### src/rtl/ppu_sprite_sched_if.sv
// Bus bundle between the sprite scheduler, OAM/pattern memory and the sprite generator array.
interface ppu_sprite_sched_if;
  localparam int unsigned OAM_AW = 6;
  localparam int unsigned PAT_AW = 12;

  logic              line_start;
  logic [7:0]        next_y;
  logic [OAM_AW-1:0] oam_addr;
  logic [31:0]       oam_data;
  logic [PAT_AW-1:0] pat_addr;
  logic [7:0]        pat_data;
  logic [7:0]        spgen_load;
  logic [7:0]        spgen_xpos;
  logic [7:0]        spgen_attr;
  logic [7:0]        spgen_line0;
  logic [7:0]        spgen_line1;
  logic              busy;
  logic              done;
  logic              overflow;

  // Scheduler side
  modport master (
    input  line_start, next_y, oam_data, pat_data,
    output oam_addr, pat_addr, spgen_load, spgen_xpos, spgen_attr,
           spgen_line0, spgen_line1, busy, done, overflow
  );

  // Memory / generator / line-timing side
  modport slave (
    output line_start, next_y, oam_data, pat_data,
    input  oam_addr, pat_addr, spgen_load, spgen_xpos, spgen_attr,
           spgen_line0, spgen_line1, busy, done, overflow
  );
endinterface

### src/rtl/ppu_sprite_sched.sv
// Per-scanline sprite scheduler: scans OAM for sprites on next_y, keeps the first 8,
// fetches both pattern planes per slot and loads the 8 sprite generators in turn.
module ppu_sprite_sched #(
  parameter int unsigned OAM_ENTRIES = 64,
  parameter int unsigned SPRITE_H    = 8
) (
  input  logic              clk_25mhz,
  input  logic              rst_n,
  ppu_sprite_sched_if.master bus
);

  localparam int unsigned AW     = $clog2(OAM_ENTRIES);
  localparam int unsigned CW     = $clog2(OAM_ENTRIES + 1);
  localparam int unsigned SLOTS  = 8;

  typedef enum logic [2:0] {
    IDLE  = 3'd0,
    EVAL  = 3'd1,
    FETCH = 3'd2,
    LOAD  = 3'd3,
    DONE  = 3'd4
  } state_t;

  typedef struct packed {
    logic [7:0] tile;
    logic [7:0] attr;
    logic [7:0] x;
    logic [2:0] row;
  } slot_t;

  state_t        state_q, state_d;
  logic [CW-1:0] cnt_q, cnt_d;
  logic [2:0]    fs_q, fs_d;
  logic [1:0]    ph_q, ph_d;
  logic [3:0]    count_q, count_d;
  logic [7:0]    ny_q, ny_d;
  logic          ovf_q, ovf_d;

  slot_t         slot_q  [SLOTS];
  slot_t         slot_d  [SLOTS];
  logic [7:0]    line0_q [SLOTS];
  logic [7:0]    line0_d [SLOTS];
  logic [7:0]    line1_q [SLOTS];
  logic [7:0]    line1_d [SLOTS];

  logic [AW-1:0] oam_addr_q, oam_addr_d;
  logic [11:0]   pat_addr_q, pat_addr_d;
  logic [7:0]    load_q, load_d;
  logic [7:0]    xpos_q, xpos_d;
  logic [7:0]    attr_q, attr_d;
  logic [7:0]    l0_q, l0_d;
  logic [7:0]    l1_q, l1_d;
  logic          busy_q, busy_d;
  logic          done_q, done_d;

  logic [7:0]    oam_y, oam_tile, oam_attr, oam_x;
  logic [7:0]    diff;
  logic          hit;
  logic [2:0]    row;

  logic          pa_en;
  logic [2:0]    pa_idx;
  logic          pa_plane;
  logic          ld_en;
  logic [2:0]    ld_idx;

  // Decode the OAM entry returned this cycle and test it against the latched scanline
  always_comb begin
    oam_y    = bus.oam_data[31:24];
    oam_tile = bus.oam_data[23:16];
    oam_attr = bus.oam_data[15:8];
    oam_x    = bus.oam_data[7:0];
    diff     = ny_q - oam_y;
    hit      = (oam_y != 8'hFF) && (diff < 8'(SPRITE_H));
    row      = oam_attr[7] ? (3'(SPRITE_H - 1) - 3'(diff)) : 3'(diff);
  end

  // Next-state, slot table updates and next values of the registered outputs
  always_comb begin
    state_d    = state_q;
    cnt_d      = cnt_q;
    fs_d       = fs_q;
    ph_d       = ph_q;
    count_d    = count_q;
    ny_d       = ny_q;
    ovf_d      = ovf_q;
    slot_d     = slot_q;
    line0_d    = line0_q;
    line1_d    = line1_q;
    oam_addr_d = '0;
    pat_addr_d = '0;
    load_d     = '0;
    xpos_d     = '0;
    attr_d     = '0;
    l0_d       = '0;
    l1_d       = '0;
    pa_en      = 1'b0;
    pa_idx     = '0;
    pa_plane   = 1'b0;
    ld_en      = 1'b0;
    ld_idx     = '0;

    case (state_q)
      IDLE: begin
        if (bus.line_start) begin
          ny_d    = bus.next_y;
          count_d = '0;
          ovf_d   = 1'b0;
          cnt_d   = '0;
          for (int i = 0; i < SLOTS; i++) begin
            slot_d[i]  = '0;
            line0_d[i] = '0;
            line1_d[i] = '0;
          end
          state_d = EVAL;
        end
      end

      EVAL: begin
        // Entry k-1 is on oam_data at scan step k; step 0 only primes the read
        if (cnt_q != '0 && hit) begin
          if (count_q < 4'(SLOTS)) begin
            slot_d[count_q[2:0]] = '{tile: oam_tile, attr: oam_attr, x: oam_x, row: row};
            count_d              = count_q + 4'd1;
          end else begin
            ovf_d = 1'b1;
          end
        end
        if (cnt_q == CW'(OAM_ENTRIES)) begin
          state_d  = FETCH;
          cnt_d    = '0;
          fs_d     = '0;
          ph_d     = '0;
          pa_en    = 1'b1;
          pa_idx   = '0;
          pa_plane = 1'b0;
        end else begin
          cnt_d      = cnt_q + CW'(1);
          oam_addr_d = AW'(cnt_q + CW'(1));
        end
      end

      FETCH: begin
        case (ph_q)
          2'd0: begin
            pa_en    = 1'b1;
            pa_idx   = fs_q;
            pa_plane = 1'b1;
            ph_d     = 2'd1;
          end
          2'd1: begin
            if ({1'b0, fs_q} < count_q) line0_d[fs_q] = bus.pat_data;
            ph_d = 2'd2;
          end
          default: begin
            if ({1'b0, fs_q} < count_q) line1_d[fs_q] = bus.pat_data;
            ph_d = 2'd0;
            if (fs_q == 3'(SLOTS - 1)) begin
              state_d = LOAD;
              fs_d    = '0;
              ld_en   = 1'b1;
              ld_idx  = '0;
            end else begin
              fs_d     = fs_q + 3'd1;
              pa_en    = 1'b1;
              pa_idx   = fs_q + 3'd1;
              pa_plane = 1'b0;
            end
          end
        endcase
      end

      LOAD: begin
        if (fs_q == 3'(SLOTS - 1)) begin
          state_d = DONE;
        end else begin
          fs_d   = fs_q + 3'd1;
          ld_en  = 1'b1;
          ld_idx = fs_q + 3'd1;
        end
      end

      DONE: begin
        state_d = IDLE;
      end

      default: begin
        state_d = IDLE;
      end
    endcase

    // Pattern address for the next fetch step, from the slot table as it will be next cycle
    if (pa_en) begin
      pat_addr_d = {slot_d[pa_idx].tile, pa_plane, slot_d[pa_idx].row};
    end

    // Load bus contents for the next slot; unfilled slots present as empty
    if (ld_en) begin
      load_d = 8'd1 << ld_idx;
      if ({1'b0, ld_idx} < count_d) begin
        xpos_d = slot_d[ld_idx].x;
        attr_d = slot_d[ld_idx].attr;
        l0_d   = line0_d[ld_idx];
        l1_d   = line1_d[ld_idx];
      end else begin
        xpos_d = 8'hFF;
      end
    end

    busy_d = (state_d == EVAL) || (state_d == FETCH) || (state_d == LOAD);
    done_d = (state_d == DONE);
  end

  // State, slot table and output registers
  always_ff @(posedge clk_25mhz or negedge rst_n) begin
    if (!rst_n) begin
      state_q    <= IDLE;
      cnt_q      <= '0;
      fs_q       <= '0;
      ph_q       <= '0;
      count_q    <= '0;
      ny_q       <= '0;
      ovf_q      <= 1'b0;
      for (int i = 0; i < SLOTS; i++) begin
        slot_q[i]  <= '0;
        line0_q[i] <= '0;
        line1_q[i] <= '0;
      end
      oam_addr_q <= '0;
      pat_addr_q <= '0;
      load_q     <= '0;
      xpos_q     <= '0;
      attr_q     <= '0;
      l0_q       <= '0;
      l1_q       <= '0;
      busy_q     <= 1'b0;
      done_q     <= 1'b0;
    end else begin
      state_q    <= state_d;
      cnt_q      <= cnt_d;
      fs_q       <= fs_d;
      ph_q       <= ph_d;
      count_q    <= count_d;
      ny_q       <= ny_d;
      ovf_q      <= ovf_d;
      slot_q     <= slot_d;
      line0_q    <= line0_d;
      line1_q    <= line1_d;
      oam_addr_q <= oam_addr_d;
      pat_addr_q <= pat_addr_d;
      load_q     <= load_d;
      xpos_q     <= xpos_d;
      attr_q     <= attr_d;
      l0_q       <= l0_d;
      l1_q       <= l1_d;
      busy_q     <= busy_d;
      done_q     <= done_d;
    end
  end

  assign bus.oam_addr    = oam_addr_q;
  assign bus.pat_addr    = pat_addr_q;
  assign bus.spgen_load  = load_q;
  assign bus.spgen_xpos  = xpos_q;
  assign bus.spgen_attr  = attr_q;
  assign bus.spgen_line0 = l0_q;
  assign bus.spgen_line1 = l1_q;
  assign bus.busy        = busy_q;
  assign bus.done        = done_q;
  assign bus.overflow    = ovf_q;

endmodule

### src/flat_wrapper.sv
// flat-port wrapper written by rule: the top's interface ports become plain ports
module ppu_sprite_sched_flat 
#(
  parameter int unsigned OAM_ENTRIES = 64,
  parameter int unsigned SPRITE_H    = 8
)
  (clk_25mhz, rst_n, bus_line_start, bus_next_y, bus_oam_data, bus_pat_data, bus_oam_addr, bus_pat_addr, bus_spgen_load, bus_spgen_xpos, bus_spgen_attr, bus_spgen_line0, bus_spgen_line1, bus_busy, bus_done, bus_overflow);
  ppu_sprite_sched_if bus_i ();
  input  logic clk_25mhz;
  input  logic rst_n;
  input wire logic [$bits(bus_i.line_start)-1:0] bus_line_start;
  input wire logic [$bits(bus_i.next_y)-1:0] bus_next_y;
  input wire logic [$bits(bus_i.oam_data)-1:0] bus_oam_data;
  input wire logic [$bits(bus_i.pat_data)-1:0] bus_pat_data;
  output wire logic [$bits(bus_i.oam_addr)-1:0] bus_oam_addr;
  output wire logic [$bits(bus_i.pat_addr)-1:0] bus_pat_addr;
  output wire logic [$bits(bus_i.spgen_load)-1:0] bus_spgen_load;
  output wire logic [$bits(bus_i.spgen_xpos)-1:0] bus_spgen_xpos;
  output wire logic [$bits(bus_i.spgen_attr)-1:0] bus_spgen_attr;
  output wire logic [$bits(bus_i.spgen_line0)-1:0] bus_spgen_line0;
  output wire logic [$bits(bus_i.spgen_line1)-1:0] bus_spgen_line1;
  output wire logic [$bits(bus_i.busy)-1:0] bus_busy;
  output wire logic [$bits(bus_i.done)-1:0] bus_done;
  output wire logic [$bits(bus_i.overflow)-1:0] bus_overflow;
  assign bus_i.line_start = bus_line_start;
  assign bus_i.next_y = bus_next_y;
  assign bus_i.oam_data = bus_oam_data;
  assign bus_i.pat_data = bus_pat_data;
  assign bus_oam_addr = bus_i.oam_addr;
  assign bus_pat_addr = bus_i.pat_addr;
  assign bus_spgen_load = bus_i.spgen_load;
  assign bus_spgen_xpos = bus_i.spgen_xpos;
  assign bus_spgen_attr = bus_i.spgen_attr;
  assign bus_spgen_line0 = bus_i.spgen_line0;
  assign bus_spgen_line1 = bus_i.spgen_line1;
  assign bus_busy = bus_i.busy;
  assign bus_done = bus_i.done;
  assign bus_overflow = bus_i.overflow;
  ppu_sprite_sched #(.OAM_ENTRIES(OAM_ENTRIES), .SPRITE_H(SPRITE_H)) u_core (.clk_25mhz(clk_25mhz), .rst_n(rst_n), .bus(bus_i));
endmodule
### config.mk
export PLATFORM = sky130hd
export DESIGN_NAME = ppu_sprite_sched_flat
export DESIGN_NICKNAME = d
export VERILOG_FILES = /design/src/rtl/ppu_sprite_sched_if.sv /design/src/rtl/ppu_sprite_sched.sv /design/src/flat_wrapper.sv
export SDC_FILE = /design/constraint.sdc
export NUM_CORES = 1
export LEC_CHECK = 0
export CAP_MARGIN = 20
export CORE_ASPECT_RATIO = 1.1
export CORE_UTILIZATION = 60
export DETAILED_ROUTE_END_ITERATION = 6
export GPL_ROUTABILITY_DRIVEN = 0
export PLACE_DENSITY = 0.9
export SLEW_MARGIN = 0
export SYNTH_ARGS = -nofsm -noshare
export SYNTH_HDL_FRONTEND = slang
export SYNTH_SLANG_ARGS = --single-unit
### constraint.sdc
create_clock -name clk_25mhz -period 7.9 [get_ports clk_25mhz]
set_clock_uncertainty 0.15 [all_clocks]
set_input_delay 1.58 -clock clk_25mhz [delete_from_list [all_inputs] [get_ports clk_25mhz]]
set_output_delay 1.58 -clock clk_25mhz [all_outputs]
set_load 0.01 [all_outputs]
==> flow_metrics.py, run 1 <==
metrics = {
    "outcome": {
        "status": "completed",
    },
    "clock_network": {
        "cts_made_buffers": 43,
        "clk_latency_ns": 0.55,
        "post-cts-setup-buffers": 0,
        "clkSlewWorstSetupHoldPaths_ns": 0.06,
        "clockBufferDepth": 3,
        "cts_tree": "built",
        "htreeDepth": 2,
        "cts-root-buf": "clkbuf_16",
        "cts_hold_buf": 0,
        "clock-sinks": 432,
        "cts.repair.resized": 0,
    },
    "synthesis": {
        "postSynthCellCount": 2086,
        "synth_seq_cells": 432,
        "yosysSeqAreaShare_pct": 53.3,
        "async_flop_share_pct": 100,
        "synth_nets": 2155,
        "synth-edff-count": 0,
        "synth_ff_type": "dfrtp_1",
        "synth.avg_cell_area_sq_um": 9.72,
        "ys_warn_count": 0,
        "syn-cell-area_sq_um": 20300,
        "synth_cell_types": 74,
    },
    "setup_path": {
        "r2r-start": "u_core.ny_q[0]",
        "r2r_end": "u_core.bus.spgen_xpos[2]",
        "path_class": "input port to flop",
        "cp_max_fo": 18,
        "worst_r2r_path_depth": 18,
        "end_kind": "flop",
        "crit_path_end": "u_core.bus.spgen_xpos[2]",
        "crit_start": "bus_oam_data[24]",
        "crit_arrival_ns": 6.39,
        "critPathLaunchType": "input port",
        "r2r_slack_ns": 2.96,
        "crit_required_ns": 8.24,
    },
    "place": {
        "io_buffers": 111,
        "post-place-ws_ns": 1.52,
        "dp_hpwl_microns": 36900,
        "dp.cells": 2506,
    },
    "pwr": {
        "p_leak_nw": 10.6,
        "ir_drop_mv": 0.170,
        "power-per-cell-area_nw_per_um2": 220,
        "total_power_mw": 5.09,
    },
    "sta": {
        "min_period_ns": 6.05,
        "rsz0062_at_grt": "false",
        "maxSlewHeadroom_pct": 16.4,
        "setup_viol": 0,
        "min_period_over_period_pct": 76.6,
        "worst_slack_ns": 1.85,
        "fin_tns_setup_ns": 0,
        "maxSlewViolCount": 0,
        "worstMarginPinSlew_ns": 1.24,
        "hold_viol": 0,
        "clock.fmax_ghz": 0.165,
    },
    "floorplanning": {
        "start_util_pct": 60.9,
        "core_area_sq_um": 33300,
        "die_width_microns": 177,
        "die_h_microns": 195,
        "ios": 112,
        "die_area_sq_um": 34500,
        "placementRows": 70,
    },
    "grt": {
        "grt_max_degree": 244,
        "grt_pass1_vias": 18100,
        "grt_pass1_wl_microns": 95600,
        "grt_util_all_layers_pct": 35.3,
        "overflow": 0,
        "antenna_found_initial": 1,
    },
    "drt": {
        "num_vias": 18100,
        "firstDrtPassIters": 7,
        "drt_iter0_markers": 2406,
        "wirelength_microns": 60800,
        "wl_per_cell_microns": 23.5,
        "drtAntennaViolNets": 0,
        "drc": 0,
        "routed_via_density": 6.99,
    },
    "final_layout": {
        "regArea_sq_um": 10800,
        "antenna_cells": 0,
        "finish.utilization_pct": 69.4,
        "multi_input_area_sq_um": 8660,
        "area_growth_pct": 14.0,
        "layout.cells.non_filler": 2583,
        "drive_gt1_share_pct": 7.39,
        "nNetsFinal": 2188,
        "fillCellCount": 2343,
    },
    "run": {
        "maxCapViolCount": 0,
    },
    "hold_path": {
        "min_path_type": "flop to flop",
    },
}
-- final cells by class --
cell class                 count  area share [%]
inverter                      63            1.02
multi-input combinational   1433            37.5
sequential                   432            46.8
timing repair buffer         146            6.06
tap                          432            2.34
clock buffer                  64            5.56
clock inverter                13           0.780
-- synthesized netlist by cell type, types with 10 or more instances --
cell type / instances / share of area [%]
nand2_1: 283 / 5.2
a21oi_1: 139 / 3.4
o21ai_0: 220 / 5.4
inv_1: 58 / 1.1
and3_1: 23 / 0.71
buf_1: 22 / 0.41
a21o_1: 18 / 0.67
mux2_2: 18 / 1.0
nor2_1: 77 / 1.4
nor2b_1: 12 / 0.37
a31oi_1: 24 / 0.74
mux2i_1: 59 / 2.9
o221ai_1: 13 / 0.56
a221oi_1: 14 / 0.60
nor3_1: 23 / 0.57
clkbuf_1: 122 / 2.3
nand3_1: 170 / 4.2
nand2b_1: 12 / 0.37
o211ai_1: 39 / 1.4
dfrtp_1: 432 / 53
a22o_1: 87 / 3.8
ha_1: 17 / 1.0
o2111ai_1: 10 / 0.43
-- sequential cells by signal, summed over array words and instances (netlist names), 2 cells and up --
register	cells
u_core.state_q	3
u_core.bus.spgen_line0	8
u_core.bus.oam_addr	6
u_core.count_q	4
u_core.line0_q	64
u_core.bus.pat_addr	12
u_core.ny_q	8
u_core.line1_q	64
u_core.ph_q	2
u_core.bus.spgen_load	8
u_core.slot_q	216
u_core.bus.spgen_line1	8
u_core.bus.spgen_xpos	8
u_core.bus.spgen_attr	8
u_core.fs_q	3
u_core.cnt_q	7
-- per-stage QoR --
step                hold WS (ns)  area (sq um)
floorplan                  0.282         20300
detailed placement         0.312         21600
global placement           0.298         21600
finish                     0.324         23100
global route               0.343         23100
CTS                        0.326         23100
-- worst min path at each step --
| stage | from | end | cells after the start |
|---|---|---|---|
| floorplan | u_core.line1_q[47] | u_core.line1_q[47] | 2 |
| global placement | u_core.line1_q[57] | u_core.line1_q[57] | 2 |
| detailed placement | u_core.line1_q[57] | u_core.line1_q[57] | 2 |
| CTS | u_core.line1_q[47] | u_core.line1_q[47] | 2 |
| global route | u_core.line1_q[47] | u_core.line1_q[47] | 2 |
| finish | u_core.line1_q[47] | u_core.line1_q[47] | 2 |
-- critical path, cell delays in order --
cell and delay (ns):
clkdlybuf4s50_1 0.53, ha_1 0.16, inv_1 0.04, fa_1 0.38
and3_1 0.18, or4_4 0.52, a2111oi_4 0.31, buf_4 0.28
o2111a_1 0.45, nor3_1 0.08, a21oi_1 0.21, ha_1 0.22
o21a_1 0.13, nor2_1 0.04, a211oi_2 0.20, buf_4 0.34
and2_0 0.51, a31o_2 0.21
-- cells by family (layout without fill, tap and decap cells) --
family,Yosys count,after routing,share of synthesized area (%)
compound gates,677,677,22.3
simple gates,650,650,14.6
flops,432,432,53.3
buf+inv,221,286,4.26
mux,78,78,3.98
fa+ha+maj,18,18,1.15
xor+xnor,10,10,0.432
-- per-layer routing --
| layer | share of wire (%) | vias up | GRT usage, % | routed length [microns] |
|---|---|---|---|---|
| li1 | - | 7609 | - | - |
| met1 | 36 | 8707 | 44.1 | 21800 |
| met2 | 47 | 1401 | 55.5 | 28700 |
| met3 | 11 | 340 | 8.24 | 6540 |
| met4 | 6.2 | 0 | 21.8 | 3790 |
| met5 | 0 | - | 0 | 0 |
-- power breakdown --
group / internal, mW / switching, mW
sequential: 2.36 / 0.0819
clock: 1.26 / 0.865
combinational: 0.177 / 0.355
total: 3.79 / 1.30
-- layout by cell type (no fill, tap or decap), types with 11 or more instances in the layout --
master,synthesis,final
and3_1,23,21
inv_1,58,58
dfrtp_1,432,431
buf_4,4,32
mux2i_1,59,59
a31oi_1,24,24
nor2_1,77,76
nor2b_1,12,12
nand3_1,170,170
o211ai_1,39,39
a21oi_1,139,139
a21o_1,18,18
a22o_1,87,87
nor3_1,23,22
clkbuf_16,0,44
o21ai_0,220,219
nand2_1,283,283
nand2b_1,12,12
o221ai_1,13,13
clkdlybuf4s50_1,0,110
a221oi_1,14,14
mux2_2,18,18
ha_1,17,17
clkbuf_8,0,11
No activity file was read; power rests on OpenSTA's default activity.
==> run 2: changes to the inputs <==
==> constraint.sdc (replaced) <==
create_clock -name clk_25mhz -period 5.8 [get_ports clk_25mhz]
set_clock_uncertainty 0.15 [all_clocks]
set_input_delay 1.16 -clock clk_25mhz [delete_from_list [all_inputs] [get_ports clk_25mhz]]
set_output_delay 1.16 -clock clk_25mhz [all_outputs]
set_load 0.01 [all_outputs]
==> run 2 against run 1 <==
  * Clock power rose by 40%
  * Routed wire length increased by 1.8%
  * Flip-flop and latch count stayed put
  * Global-route usage grew 0.61 points
  * Sequential share of layout area is 0.53 points lower
  * Final area grew 1.1%
  * Sequential power is 36% higher
  * Register-to-register slack got worse by 1.5 ns
  * Hold slack improved by 0.0070 ns
  * Largest cell class unchanged
==> flow_metrics.py, run 2 (synthesis gave the netlist of run 1 again) <==
metrics = {
    "clock_network": {
        "cts_made_buffers": 46,
        "cts_tree": "built",
        "clock-sinks": 432,
        "cts.repair.resized": 0,
        "post-cts-setup-buffers": 0,
        "htreeDepth": 2,
        "clkSlewWorstSetupHoldPaths_ns": 0.06,
        "cts_hold_buf": 0,
        "clockBufferDepth": 3,
        "cts-root-buf": "clkbuf_16",
        "clk_latency_ns": 0.57,
    },
    "setup_path": {
        "path_cells": "clkdlybuf4s50_1 -> ha_1 -> inv_1 -> fa_1 -> and3_1 -> or4_4 -> a211oi_1 -> nor2b_1 -> a31oi_1 -> o21ai_0 -> o31a_1 -> ha_1 -> o21a_1 -> nor2_1 -> a211oi_2 -> buf_4 -> and2_0 -> a31o_2",
        "cp_max_fo": 7,
        "path_common_cell": "ha_1",
        "path_class": "input port to flop",
        "critPathLaunchType": "input port",
        "end_kind": "flop",
        "crit_required_ns": 6.11,
        "cp_slowest_cell": "clkdlybuf4s50_1",
        "slowest_delay_ns": 0.52,
        "crit_arrival_ns": 5.29,
    },
    "sta": {
        "setup_viol": 0,
        "rsz0062_at_grt": "false",
        "worstMarginPinSlew_ns": 1.21,
        "clock.fmax_ghz": 0.201,
        "min_period_ns": 4.98,
        "worst_slack_ns": 0.816,
        "min_period_over_period_pct": 85.9,
        "fin_tns_setup_ns": 0,
        "maxSlewViolCount": 0,
        "maxSlewHeadroom_pct": 19.0,
        "hold_viol": 0,
    },
    "place": {
        "post-place-ws_ns": 0.277,
        "dp.cells": 2524,
        "io_buffers": 111,
        "dp_hpwl_microns": 38400,
    },
    "grt": {
        "busiest_layer": "met2",
        "grt_pass1_vias": 18100,
        "grt_util_all_layers_pct": 36.0,
        "grtUsageMet3_pct": 7.86,
        "use_met1_pct": 45.0,
        "antenna_found_initial": 1,
        "overflow": 0,
        "grt_pass1_wl_microns": 97200,
        "grt_max_degree": 198,
        "grtUsageMet2_pct": 56.7,
    },
    "drt": {
        "wl_per_cell_microns": 23.7,
        "firstDrtPassIters": 7,
        "num_vias": 18300,
        "drc": 0,
        "wirelength_microns": 61900,
        "drt_iter0_markers": 2279,
        "routed_via_density": 7.00,
        "drtAntennaViolNets": 0,
    },
    "floorplanning": {
        "placementRows": 70,
        "start_util_pct": 60.9,
        "die_width_microns": 177,
        "ios": 112,
        "die_area_sq_um": 34500,
        "core_area_sq_um": 33300,
        "die_h_microns": 195,
    },
    "outcome": {
        "status": "completed",
    },
    "final_layout": {
        "nNetsFinal": 2213,
        "drive_gt1_share_pct": 8.35,
        "final_cell_mix": "431 x dfrtp_1, 283 x nand2_1, 219 x o21ai_0",
        "area_growth_pct": 15.3,
        "regMostFlops": "u_core.slot_q",
        "top_regs": "u_core.slot_q x216, u_core.line0_q x64, u_core.line1_q x64",
        "antenna_cells": 0,
        "layout.cells.non_filler": 2612,
        "finish.utilization_pct": 70.2,
        "largest_register_ffs": 216,
        "final_common_cell": "dfrtp_1",
    },
    "pwr": {
        "p_leak_nw": 10.7,
        "power-per-cell-area_nw_per_um2": 301,
        "ir_drop_mv": 0.265,
        "total_power_mw": 7.03,
    },
    "run": {
        "maxCapViolCount": 0,
    },
    "hold_path": {
        "min_path_type": "flop to flop",
    },
}
==> run 2: cell count changes in the layout (fill, tap and decap cells not counted), moves of 2 or more <==
cell	change
buf_12	+2
buf_4	+18
clkbuf_16	+3
clkinv_2	-2
clkbuf_1	+6
bufinv_16	-2
==> run 2: report_power, final <==
part / internal, mW / switching (mW)
combinational: 0.253 / 0.488
sequential: 3.21 / 0.111
clock: 1.74 / 1.23
==> run 2: worst paths after layout <==
path	startpoint	endpoint	slack [ns]	cells after the start
worst max register to register	u_core.ny_q[0]	u_core.bus.spgen_xpos[7]	1.48	18
min in group asynchronous	rst_n	u_core.line0_q[37]	0.45	1
max in group asynchronous	rst_n	u_core.slot_q[52]	3.68	2
worst max-delay path	bus_oam_data[24]	u_core.bus.spgen_xpos[7]	0.82	18
worst min register to register	u_core.line0_q[30]	u_core.line0_q[30]	0.33	1
worst min-delay path	u_core.line0_q[30]	u_core.line0_q[30]	0.33	1
==> run 2: layer usage <==
metal | vias up | routed length (microns)
li1 | 7659 | -
met1 | 8786 | 22200
met2 | 1443 | 29100
met3 | 387 | 6590
met4 | 0 | 4030
met5 | - | 0
==> run 2: stage by stage <==
stage / cell area, sq um / hold WS [ns]
6_report: 23400 / 0.331
5_1_grt: 23400 / 0.338
4_1_cts: 23300 / 0.326
3_5_place_dp: 21800 / 0.309
3_3_place_gp: 21800 / 0.298
2_1_floorplan: 20300 / 0.282
==> run 2: worst max-delay path: cells and delay by family <==
| family | cells | cell delay (ns) |
|---|---|---|
| adders and majority gates | 3 | 0.79 |
| buffers and inverters | 3 | 0.76 |
| AOI/OAI and AO/OA | 7 | 1.26 |
| and+or+nand+nor | 5 | 1.31 |
==> run 2: layout make-up <==
| class | instances | area, sq um |
|---|---|---|
| Clock buffer | 74 | 1400 |
| Clock inverter | 10 | 126 |
| Fill cell | 2302 | 9900 |
| Inverter | 63 | 236 |
| Multi-Input combinational cell | 1433 | 8660 |
| Sequential cell | 432 | 10800 |
| Tap cell | 432 | 541 |
| Timing Repair Buffer | 168 | 1610 |
